`src/rtl/vram_arbiter_if.sv`:
```
// Bus bundle between the sync generator, drawing logic, framebuffer RAM and the VRAM arbiter.
// The slave modport is the arbiter's view; master is the surrounding system.
interface vram_arbiter_if #(
  parameter int unsigned ADDR_W = 19,
  parameter int unsigned DATA_W = 8
);
  logic [9:0]        h_counter;
  logic [9:0]        v_counter;
  logic              v_en;
  logic              h_sync_in;
  logic              v_sync_in;
  logic              wr_req;
  logic [ADDR_W-1:0] wr_addr;
  logic [DATA_W-1:0] wr_data;
  logic              wr_ready;
  logic [ADDR_W-1:0] mem_addr;
  logic [DATA_W-1:0] mem_wdata;
  logic              mem_we;
  logic [DATA_W-1:0] mem_rdata;
  logic [DATA_W-1:0] pixel_out;
  logic              pixel_valid;
  logic              h_sync_out;
  logic              v_sync_out;
  logic [2:0]        pending;

  modport slave (
    input  h_counter, v_counter, v_en, h_sync_in, v_sync_in,
    input  wr_req, wr_addr, wr_data, mem_rdata,
    output wr_ready, mem_addr, mem_wdata, mem_we,
    output pixel_out, pixel_valid, h_sync_out, v_sync_out, pending
  );

  modport master (
    output h_counter, v_counter, v_en, h_sync_in, v_sync_in,
    output wr_req, wr_addr, wr_data, mem_rdata,
    input  wr_ready, mem_addr, mem_wdata, mem_we,
    input  pixel_out, pixel_valid, h_sync_out, v_sync_out, pending
  );
endinterface

```
`src/rtl/vram_arbiter.sv`:
```
// Single-port framebuffer scheduler: display fetch owns active-region cycles,
// posted writes wait in a small FIFO and drain during blanking.
module vram_arbiter #(
  parameter int unsigned ADDR_W     = 19,
  parameter int unsigned DATA_W     = 8,
  parameter int unsigned H_ACTIVE   = 640,
  parameter int unsigned FIFO_DEPTH = 4
) (
  input logic           clk,
  input logic           rst_n,
  vram_arbiter_if.slave bus
);
  localparam int unsigned PTR_W  = $clog2(FIFO_DEPTH);
  localparam int unsigned CNT_W  = PTR_W + 1;
  localparam int unsigned PROD_W = 32;

  typedef enum logic [1:0] {IDLE = 2'b00, FETCH = 2'b01, DRAIN = 2'b10} state_e;

  typedef struct packed {
    logic [ADDR_W-1:0] addr;
    logic [DATA_W-1:0] data;
  } wr_entry_t;

  state_e            state_q, state_d;
  wr_entry_t         fifo_q [FIFO_DEPTH];
  logic [PTR_W-1:0]  wr_ptr_q, rd_ptr_q;
  logic [CNT_W-1:0]  count_q;
  logic              push_c, pop_c;
  logic [ADDR_W-1:0] fetch_addr_c;
  logic [ADDR_W-1:0] mem_addr_q, mem_addr_d;
  logic [DATA_W-1:0] mem_wdata_q, mem_wdata_d;
  logic [1:0]        ven_sr_q, hs_sr_q, vs_sr_q;
  logic [DATA_W-1:0] pixel_out_q;
  logic              pixel_valid_q, h_sync_out_q, v_sync_out_q;

  // Acceptance looks only at registered occupancy, so a full FIFO refuses even on a pop cycle.
  assign bus.wr_ready = (count_q < CNT_W'(FIFO_DEPTH));
  assign fetch_addr_c = ADDR_W'(PROD_W'(bus.v_counter) * PROD_W'(H_ACTIVE) + PROD_W'(bus.h_counter));

  // Next memory operation: fetch wins whenever the raster is active.
  always_comb begin
    state_d     = IDLE;
    push_c      = bus.wr_req & bus.wr_ready;
    pop_c       = 1'b0;
    mem_addr_d  = mem_addr_q;
    mem_wdata_d = mem_wdata_q;
    if (bus.v_en) begin
      state_d    = FETCH;
      mem_addr_d = fetch_addr_c;
    end else if (count_q != '0) begin
      state_d     = DRAIN;
      pop_c       = 1'b1;
      mem_addr_d  = fifo_q[rd_ptr_q].addr;
      mem_wdata_d = fifo_q[rd_ptr_q].data;
    end
  end

  always_ff @(posedge clk or negedge rst_n) begin
    if (!rst_n) begin
      state_q     <= IDLE;
      mem_addr_q  <= '0;
      mem_wdata_q <= '0;
      wr_ptr_q    <= '0;
      rd_ptr_q    <= '0;
      count_q     <= '0;
    end else begin
      state_q     <= state_d;
      mem_addr_q  <= mem_addr_d;
      mem_wdata_q <= mem_wdata_d;
      wr_ptr_q    <= wr_ptr_q + PTR_W'(push_c);
      rd_ptr_q    <= rd_ptr_q + PTR_W'(pop_c);
      count_q     <= count_q + CNT_W'(push_c) - CNT_W'(pop_c);
    end
  end

  // Payload storage needs no reset; occupancy guards every read.
  always_ff @(posedge clk) begin
    if (push_c) fifo_q[wr_ptr_q] <= '{addr: bus.wr_addr, data: bus.wr_data};
  end

  // Active flag and syncs ride a 3-stage delay matching address + RAM latency.
  always_ff @(posedge clk or negedge rst_n) begin
    if (!rst_n) begin
      ven_sr_q      <= '0;
      hs_sr_q       <= '0;
      vs_sr_q       <= '0;
      pixel_out_q   <= '0;
      pixel_valid_q <= 1'b0;
      h_sync_out_q  <= 1'b0;
      v_sync_out_q  <= 1'b0;
    end else begin
      ven_sr_q      <= {ven_sr_q[0], bus.v_en};
      hs_sr_q       <= {hs_sr_q[0], bus.h_sync_in};
      vs_sr_q       <= {vs_sr_q[0], bus.v_sync_in};
      pixel_out_q   <= ven_sr_q[1] ? bus.mem_rdata : '0;
      pixel_valid_q <= ven_sr_q[1];
      h_sync_out_q  <= hs_sr_q[1];
      v_sync_out_q  <= vs_sr_q[1];
    end
  end

  assign bus.mem_addr    = mem_addr_q;
  assign bus.mem_wdata   = mem_wdata_q;
  assign bus.mem_we      = (state_q == DRAIN);
  assign bus.pending     = count_q;
  assign bus.pixel_out   = pixel_out_q;
  assign bus.pixel_valid = pixel_valid_q;
  assign bus.h_sync_out  = h_sync_out_q;
  assign bus.v_sync_out  = v_sync_out_q;
endmodule

```
`src/flat_wrapper.sv`:
```
// flat-port wrapper written by rule: the top's interface ports become plain ports
module vram_arbiter_flat 
#(
  parameter int unsigned ADDR_W     = 19,
  parameter int unsigned DATA_W     = 8,
  parameter int unsigned H_ACTIVE   = 640,
  parameter int unsigned FIFO_DEPTH = 4
)
  (clk, rst_n, bus_h_counter, bus_v_counter, bus_v_en, bus_h_sync_in, bus_v_sync_in, bus_wr_req, bus_wr_addr, bus_wr_data, bus_mem_rdata, bus_wr_ready, bus_mem_addr, bus_mem_wdata, bus_mem_we, bus_pixel_out, bus_pixel_valid, bus_h_sync_out, bus_v_sync_out, bus_pending);
  vram_arbiter_if #(.ADDR_W(ADDR_W), .DATA_W(DATA_W)) bus_i ();
  input logic clk;
  input logic rst_n;
  input wire logic [$bits(bus_i.h_counter)-1:0] bus_h_counter;
  input wire logic [$bits(bus_i.v_counter)-1:0] bus_v_counter;
  input wire logic [$bits(bus_i.v_en)-1:0] bus_v_en;
  input wire logic [$bits(bus_i.h_sync_in)-1:0] bus_h_sync_in;
  input wire logic [$bits(bus_i.v_sync_in)-1:0] bus_v_sync_in;
  input wire logic [$bits(bus_i.wr_req)-1:0] bus_wr_req;
  input wire logic [$bits(bus_i.wr_addr)-1:0] bus_wr_addr;
  input wire logic [$bits(bus_i.wr_data)-1:0] bus_wr_data;
  input wire logic [$bits(bus_i.mem_rdata)-1:0] bus_mem_rdata;
  output wire logic [$bits(bus_i.wr_ready)-1:0] bus_wr_ready;
  output wire logic [$bits(bus_i.mem_addr)-1:0] bus_mem_addr;
  output wire logic [$bits(bus_i.mem_wdata)-1:0] bus_mem_wdata;
  output wire logic [$bits(bus_i.mem_we)-1:0] bus_mem_we;
  output wire logic [$bits(bus_i.pixel_out)-1:0] bus_pixel_out;
  output wire logic [$bits(bus_i.pixel_valid)-1:0] bus_pixel_valid;
  output wire logic [$bits(bus_i.h_sync_out)-1:0] bus_h_sync_out;
  output wire logic [$bits(bus_i.v_sync_out)-1:0] bus_v_sync_out;
  output wire logic [$bits(bus_i.pending)-1:0] bus_pending;
  assign bus_i.h_counter = bus_h_counter;
  assign bus_i.v_counter = bus_v_counter;
  assign bus_i.v_en = bus_v_en;
  assign bus_i.h_sync_in = bus_h_sync_in;
  assign bus_i.v_sync_in = bus_v_sync_in;
  assign bus_i.wr_req = bus_wr_req;
  assign bus_i.wr_addr = bus_wr_addr;
  assign bus_i.wr_data = bus_wr_data;
  assign bus_i.mem_rdata = bus_mem_rdata;
  assign bus_wr_ready = bus_i.wr_ready;
  assign bus_mem_addr = bus_i.mem_addr;
  assign bus_mem_wdata = bus_i.mem_wdata;
  assign bus_mem_we = bus_i.mem_we;
  assign bus_pixel_out = bus_i.pixel_out;
  assign bus_pixel_valid = bus_i.pixel_valid;
  assign bus_h_sync_out = bus_i.h_sync_out;
  assign bus_v_sync_out = bus_i.v_sync_out;
  assign bus_pending = bus_i.pending;
  vram_arbiter #(.ADDR_W(ADDR_W), .DATA_W(DATA_W), .H_ACTIVE(H_ACTIVE), .FIFO_DEPTH(FIFO_DEPTH)) u_core (.clk(clk), .rst_n(rst_n), .bus(bus_i));
endmodule
```
`config.mk`:
```
export PLATFORM = sky130hd
export DESIGN_NAME = vram_arbiter_flat
export DESIGN_NICKNAME = d
export VERILOG_FILES = /design/src/rtl/vram_arbiter_if.sv /design/src/rtl/vram_arbiter.sv /design/src/flat_wrapper.sv
export SDC_FILE = /design/constraint.sdc
export NUM_CORES = 1
export LEC_CHECK = 0
export ABC_AREA = 1
export ABC_CLOCK_PERIOD_IN_PS = 4850
export CAP_MARGIN = 30
export CORE_MARGIN = 2
export CORE_UTILIZATION = 25
export DETAILED_ROUTE_END_ITERATION = 10
export GPL_TIMING_DRIVEN = 0
export HOLD_SLACK_MARGIN = 0.12
export SLEW_MARGIN = 20
export SYNTH_ARGS = -nofsm -noshare
export SYNTH_HDL_FRONTEND = slang
export SYNTH_SLANG_ARGS = --single-unit
```
`constraint.sdc`:
```
create_clock -name clk -period 4.85 [get_ports clk]
set_input_delay 1.2125 -clock clk [delete_from_list [all_inputs] [get_ports clk]]
set_output_delay 1.2125 -clock clk [all_outputs]
set_load 0.02 [all_outputs]
```
# [Yosys cells after proc, flatten, opt, wreduce, memory -nomap -nowiden]
# Memories as Yosys holds them, arrays and structs flattened.
# Index checks and enable logic that the tools add are counted.
[totals] wordCells=36 output_inout_bits=43 memories=1 ramBits=108 ff_bits=53 in_bits=61
[classes] n_mul=1 n_addsub=5 bitwise_logic=2 n_eq_ne=1 muxes=9 reduce_logical=3 magnitude_cmp=1
[mem_list] memory="u_core.fifo_q" depth=4 width=27 rd=1 rd_ports_with_merged_regs=0 write_ports=1 line="vram_arbiter.sv:25" text="wr_entry_t fifo_q [FIFO_DEPTH];"
[ops] cell="19-bit 2-to-1 mux" count=2
[ops] cell="19-bit by 10-bit adder with 19-bit output" count=1
[ops] cell="10-bit by 3-bit multiplier with 12-bit output (second input constant)" count=1
[ops] cell="8-bit 2-to-1 mux" count=1
[ops] cell="2-bit by 1-bit adder with 2-bit output" count=2
[ops] cell="1-bit 2-to-1 mux" count=4
[ops] cell="2-bit 2-to-1 mux" count=2
[ops] cell="3-bit by 1-bit adder with 3-bit output" count=1
[ops] cell="3-bit < comparator (second input constant)" count=1
[ops] cell="3-bit nonzero test" count=1
[ops] cell="3-bit by 1-bit subtractor with 3-bit output" count=1
[ops] cell="2-bit equality test (second input constant)" count=1
[ops] cell="2-bit AND reduction" count=1
[ops] cell="2-bit nonzero test" count=1
[ops] cell="1-bit AND" count=1
[ops] cell="1-bit inverter" count=1

# [Logic depth before layout (Yosys ltp)]
[depth] ltp_word=4 depth_mapped=15 mapped_depth_nobuf=15

# [Least setup slack after synthesis]
# No wires, ideal clock.
[synth_path] kind="input -> register" startpoint="input port bus_wr_req" endpoint="memory u_core.fifo_q[0][0] (netlist bit) (enable)" path_stages=2 setup_ns=0.445 arrival_ns=3.193 setup_slack_ns=1.212 path_cell_list="nand2_1 nor3_1"
[synth_between] elab_chain_len=3
[synth_lines] element="from (decl)" line="flat_wrapper.sv:18" text="input wire logic [$bits(bus_i.wr_req)-1:0] bus_wr_req;"
[synth_lines] element="1-bit AND" line="vram_arbiter.sv:43" text="push_c = bus.wr_req & bus.wr_ready;"
[synth_lines] element="1-bit 2-to-1 mux" line="vram_arbiter.sv:78" text="if (push_c) fifo_q[wr_ptr_q] <= '{addr: bus.wr_addr, data: bus.wr_data};"
[synth_lines] element="1-bit 2-to-1 mux (not written as such)" line="vram_arbiter.sv:78"
[synth_lines] element="to (decl)" line="vram_arbiter.sv:25"
# No other way between the ends.

# [Worst setup path after layout]
[layout_path] startpoint="input port bus_v_en" endpoint="register u_core.count_q[2] (netlist: u_core.bus.pending[2])"
[layout_between] elab_chain_len=2
[layout_lines] element="from (decl)" line="flat_wrapper.sv:15" text="input wire logic [$bits(bus_i.v_en)-1:0] bus_v_en;"
[layout_lines] element="1-bit 2-to-1 mux" line="vram_arbiter.sv:47" text="if (bus.v_en) begin"
[layout_lines] element="via u_core.pop_c" line="vram_arbiter.sv:28" text="logic push_c, pop_c;"
[layout_lines] element="3-bit by 1-bit subtractor with 3-bit output" line="vram_arbiter.sv:72" text="count_q <= count_q + CNT_W'(push_c) - CNT_W'(pop_c);"
[layout_lines] element="to (signal assigned)" line="vram_arbiter.sv:72"
[layout_lines] element="to (decl)" line="vram_arbiter.sv:27" text="logic [CNT_W-1:0] count_q;"
# The timed path passes the listed nets, and every way through them passes these cells.
# A chain may end at the register's enable or synchronous reset.

==> metrics.txt <==
Die W=169 um; hold path cells=0; Clock transition at path regs=0.06 ns; Die Height=169 um; area leader, netlist=edfxtp_1; Final Cycle Share=0.788; Setup violations, final=0; Worst Hold Class=flip-flop to flip-flop; core outline area=0.0268 mm^2; vias in the first global route=4769; via/cell ratio=4.39; YS warnings=0; routed via count=4738; Initial Utilization=0.253; DRC errors left=0; final net count=811; Clock Sinks=160; Routed Antenna Nets=0; hold_buf cts=0; Syn Nets=674; Post-CTS Setup Inserts=0; pre-CTS setup slack=0.553 ns; Boundary Pins=104; Pleak=3.50 nW; first-pass GRT wire length=26.5 mm; Critical Path RT=5.15 ns; reg2reg setup slack=1.87 ns; max-cap violation count=0; CTS Root Cell=clkbuf_16; row cnt=60; worst reg2reg path depth=9; Synth Register Bits=160; Synth Instances=587; Final Hold Viols=0; clock buffer count from CTS=17; synth top area cells=edfxtp_1, dfrtp_1, nor2_1; clock skew=0.00693 ns; initial drt markers=287; Max Slew Vio Count=0; worst slew pin tran=0.871 ns; Crit Path Max Fanout=12; final worst slack=1.03 ns; status=complete, no violations; Max transition margin=0.419; Die ar.=0.0285 mm^2; CTS resizes=0; largest net degree at the start of global routing=43; Max VDD drop=0.271 mV; Yosys cell types=39; register area share after synthesis=0.670; Total GRT Usage=0.123; layout cell share with drive strength beyond 1=0.0870; initial antenna violation count=3; share of the synthesized area in the top cell type=0.478; pwr dens=541 mW/mm^2; DR pass1 iterations=5; asr flop ratio synth=0.325; Routability Congestion=0.766; Final HPWL DP=12.5 mm; category of the most critical setup path=primary input to flip-flop; Total Wirelength=17.3 mm; clk buf depth=2; synthesized area per cell=11.6 um^2; H-tree levels=4; number of fill cells=2630; startpoint types=primary input; RSZ-0062 raised after global routing=no; Syn-to-layout area delta=32.6%; grt ovf=0; clk_lat worst skew=0.41 ns; PortBufs=103; Worst setup EP type=flip-flop; mapped cell area=0.00678 mm^2; maximum clock rate=262 MHz; Top FF cell, synth=edfxtp_1; CTS tree=built; critical path arrival=4.12 ns; minimum clock period=3.82 ns; EDFF count, synth=108; DR WL/cell=16.0 um; final hold slack=0.348 ns
-- metal layers --
metal / vias to the layer above / track usage / wire length, um
met3: 13 / 0.0327 / 984
met2: 115 / 0.203 / 8150
met4: 2 / 0.0341 / 141
met5: - / 0 / 13
met1: 2288 / 0.160 / 7960
li1: 2320 / - / -
-- cell type report --
cell class	instances	area [um^2]	area share
sequential	160	4540	0.506
multi-input combinational	351	1950	0.217
timing repair buffer	118	1190	0.133
clock buffer	18	429	0.0477
tap	341	427	0.0475
inverter	52	195	0.0217
clock inverter	13	136	0.0152
buffer	24	108	0.0120
antenna	2	5.00	0.000557
-- path summary, 6_finish.rpt --
check	startpoint	end
setup / recovery	bus_v_en	u_core.bus.pending[2]
hold / removal	u_core.vs_sr_q[1]	u_core.bus.v_sync_out
setup reg to reg	u_core.bus.pending[1]	u_core.bus.pending[2]
hold reg to reg	u_core.vs_sr_q[1]	u_core.bus.v_sync_out
max in group asynchronous	rst_n	u_core.bus.mem_wdata[7]
min in group asynchronous	rst_n	u_core.bus.pixel_out[3]
-- cells by family (layout without fill, tap and decap cells) --
group | after synthesis | count (layout) | synth area share
adder cells (fa/ha/maj) | 26 | 26 | 0.0513
AO/OA/AOI/OAI | 110 | 110 | 0.0956
flip-flops | 160 | 160 | 0.670
other | 0 | 2 | 0
AND/OR/NAND/NOR | 206 | 206 | 0.126
buffers and inverters | 76 | 225 | 0.0447
multiplexers | 1 | 1 | 0.00148
XOR/XNOR | 8 | 8 | 0.0103
-- synthesized netlist by cell type (3+ instances only) --
cell type	n
xor2_1	6
buf_1	3
nor2_1	93
ha_1	23
nand3_1	18
nor3_1	4
o22ai_1	12
fa_1	3
a21oi_1	6
dfrtp_1	52
edfxtp_1	108
nand3b_1	3
inv_1	50
nand2_1	77
buf_2	5
o221ai_1	10
o21ai_0	57
clkbuf_1	14
a31oi_1	16
-- where the power goes --
group | total (mW) | internal [mW] | switching, mW
combinational | 1.68 | 0.639 | 1.04
sequential | 1.90 | 1.75 | 0.142
clock | 1.29 | 0.755 | 0.532
-- metrics by stage --
step           utilization  cells  cell area, um^2  TNS (ns)  power (mW)
4_1_cts              0.335   1077             8980         0        4.90
2_1_floorplan            -    587             6780         0        2.82
3_5_place_dp         0.314   1046             8420         0        3.61
3_3_place_gp         0.307   1031             8240    -83.43        3.54
5_1_grt              0.335   1077             8980         0        5.14
6_report             0.335   1079             8990         0        4.86
-- sequential cells by signal, summed over array words and instances (netlist names) --
register,count
u_core.bus.mem_addr,19
u_core.bus.mem_wdata,8
u_core.bus.h_sync_out,1
u_core.fifo_q,108
u_core.vs_sr_q,2
u_core.ven_sr_q,1
u_core.bus.pixel_valid,1
u_core.bus.v_sync_out,1
u_core.bus.pending,3
u_core.hs_sr_q,2
u_core.rd_ptr_q,2
u_core.bus.pixel_out,8
u_core.wr_ptr_q,2
u_core.state_q,2
-- critical path: stages --
cell and delay, ns:
clkdlybuf4s50_1 0.42, clkbuf_2 0.20, a21oi_2 0.47, clkbuf_1 0.72
ha_1 0.37, inv_1 0.06, ha_1 0.13, inv_1 0.04
fa_1 0.37, xnor2_1 0.13
-- cells in the final DEF (no fill, tap or decap), types with 3 or more instances in the layout --
master	n
buf_4	7
nor2_1	93
o221ai_1	10
buf_6	8
a21oi_1	6
clkbuf_16	17
clkdlybuf4s50_1	102
clkinv_4	3
ha_1	23
fa_1	3
o21ai_0	57
inv_1	50
o22ai_1	12
inv_6	3
clkbuf_1	15
buf_2	5
buf_1	3
edfxtp_1	108
xor2_1	6
nand2_1	77
a31oi_1	16
nand3b_1	3
nand3_1	18
nor3_2	4
dfrtp_1	52
clkinv_1	4
Power figures use the tool's default switching activity.
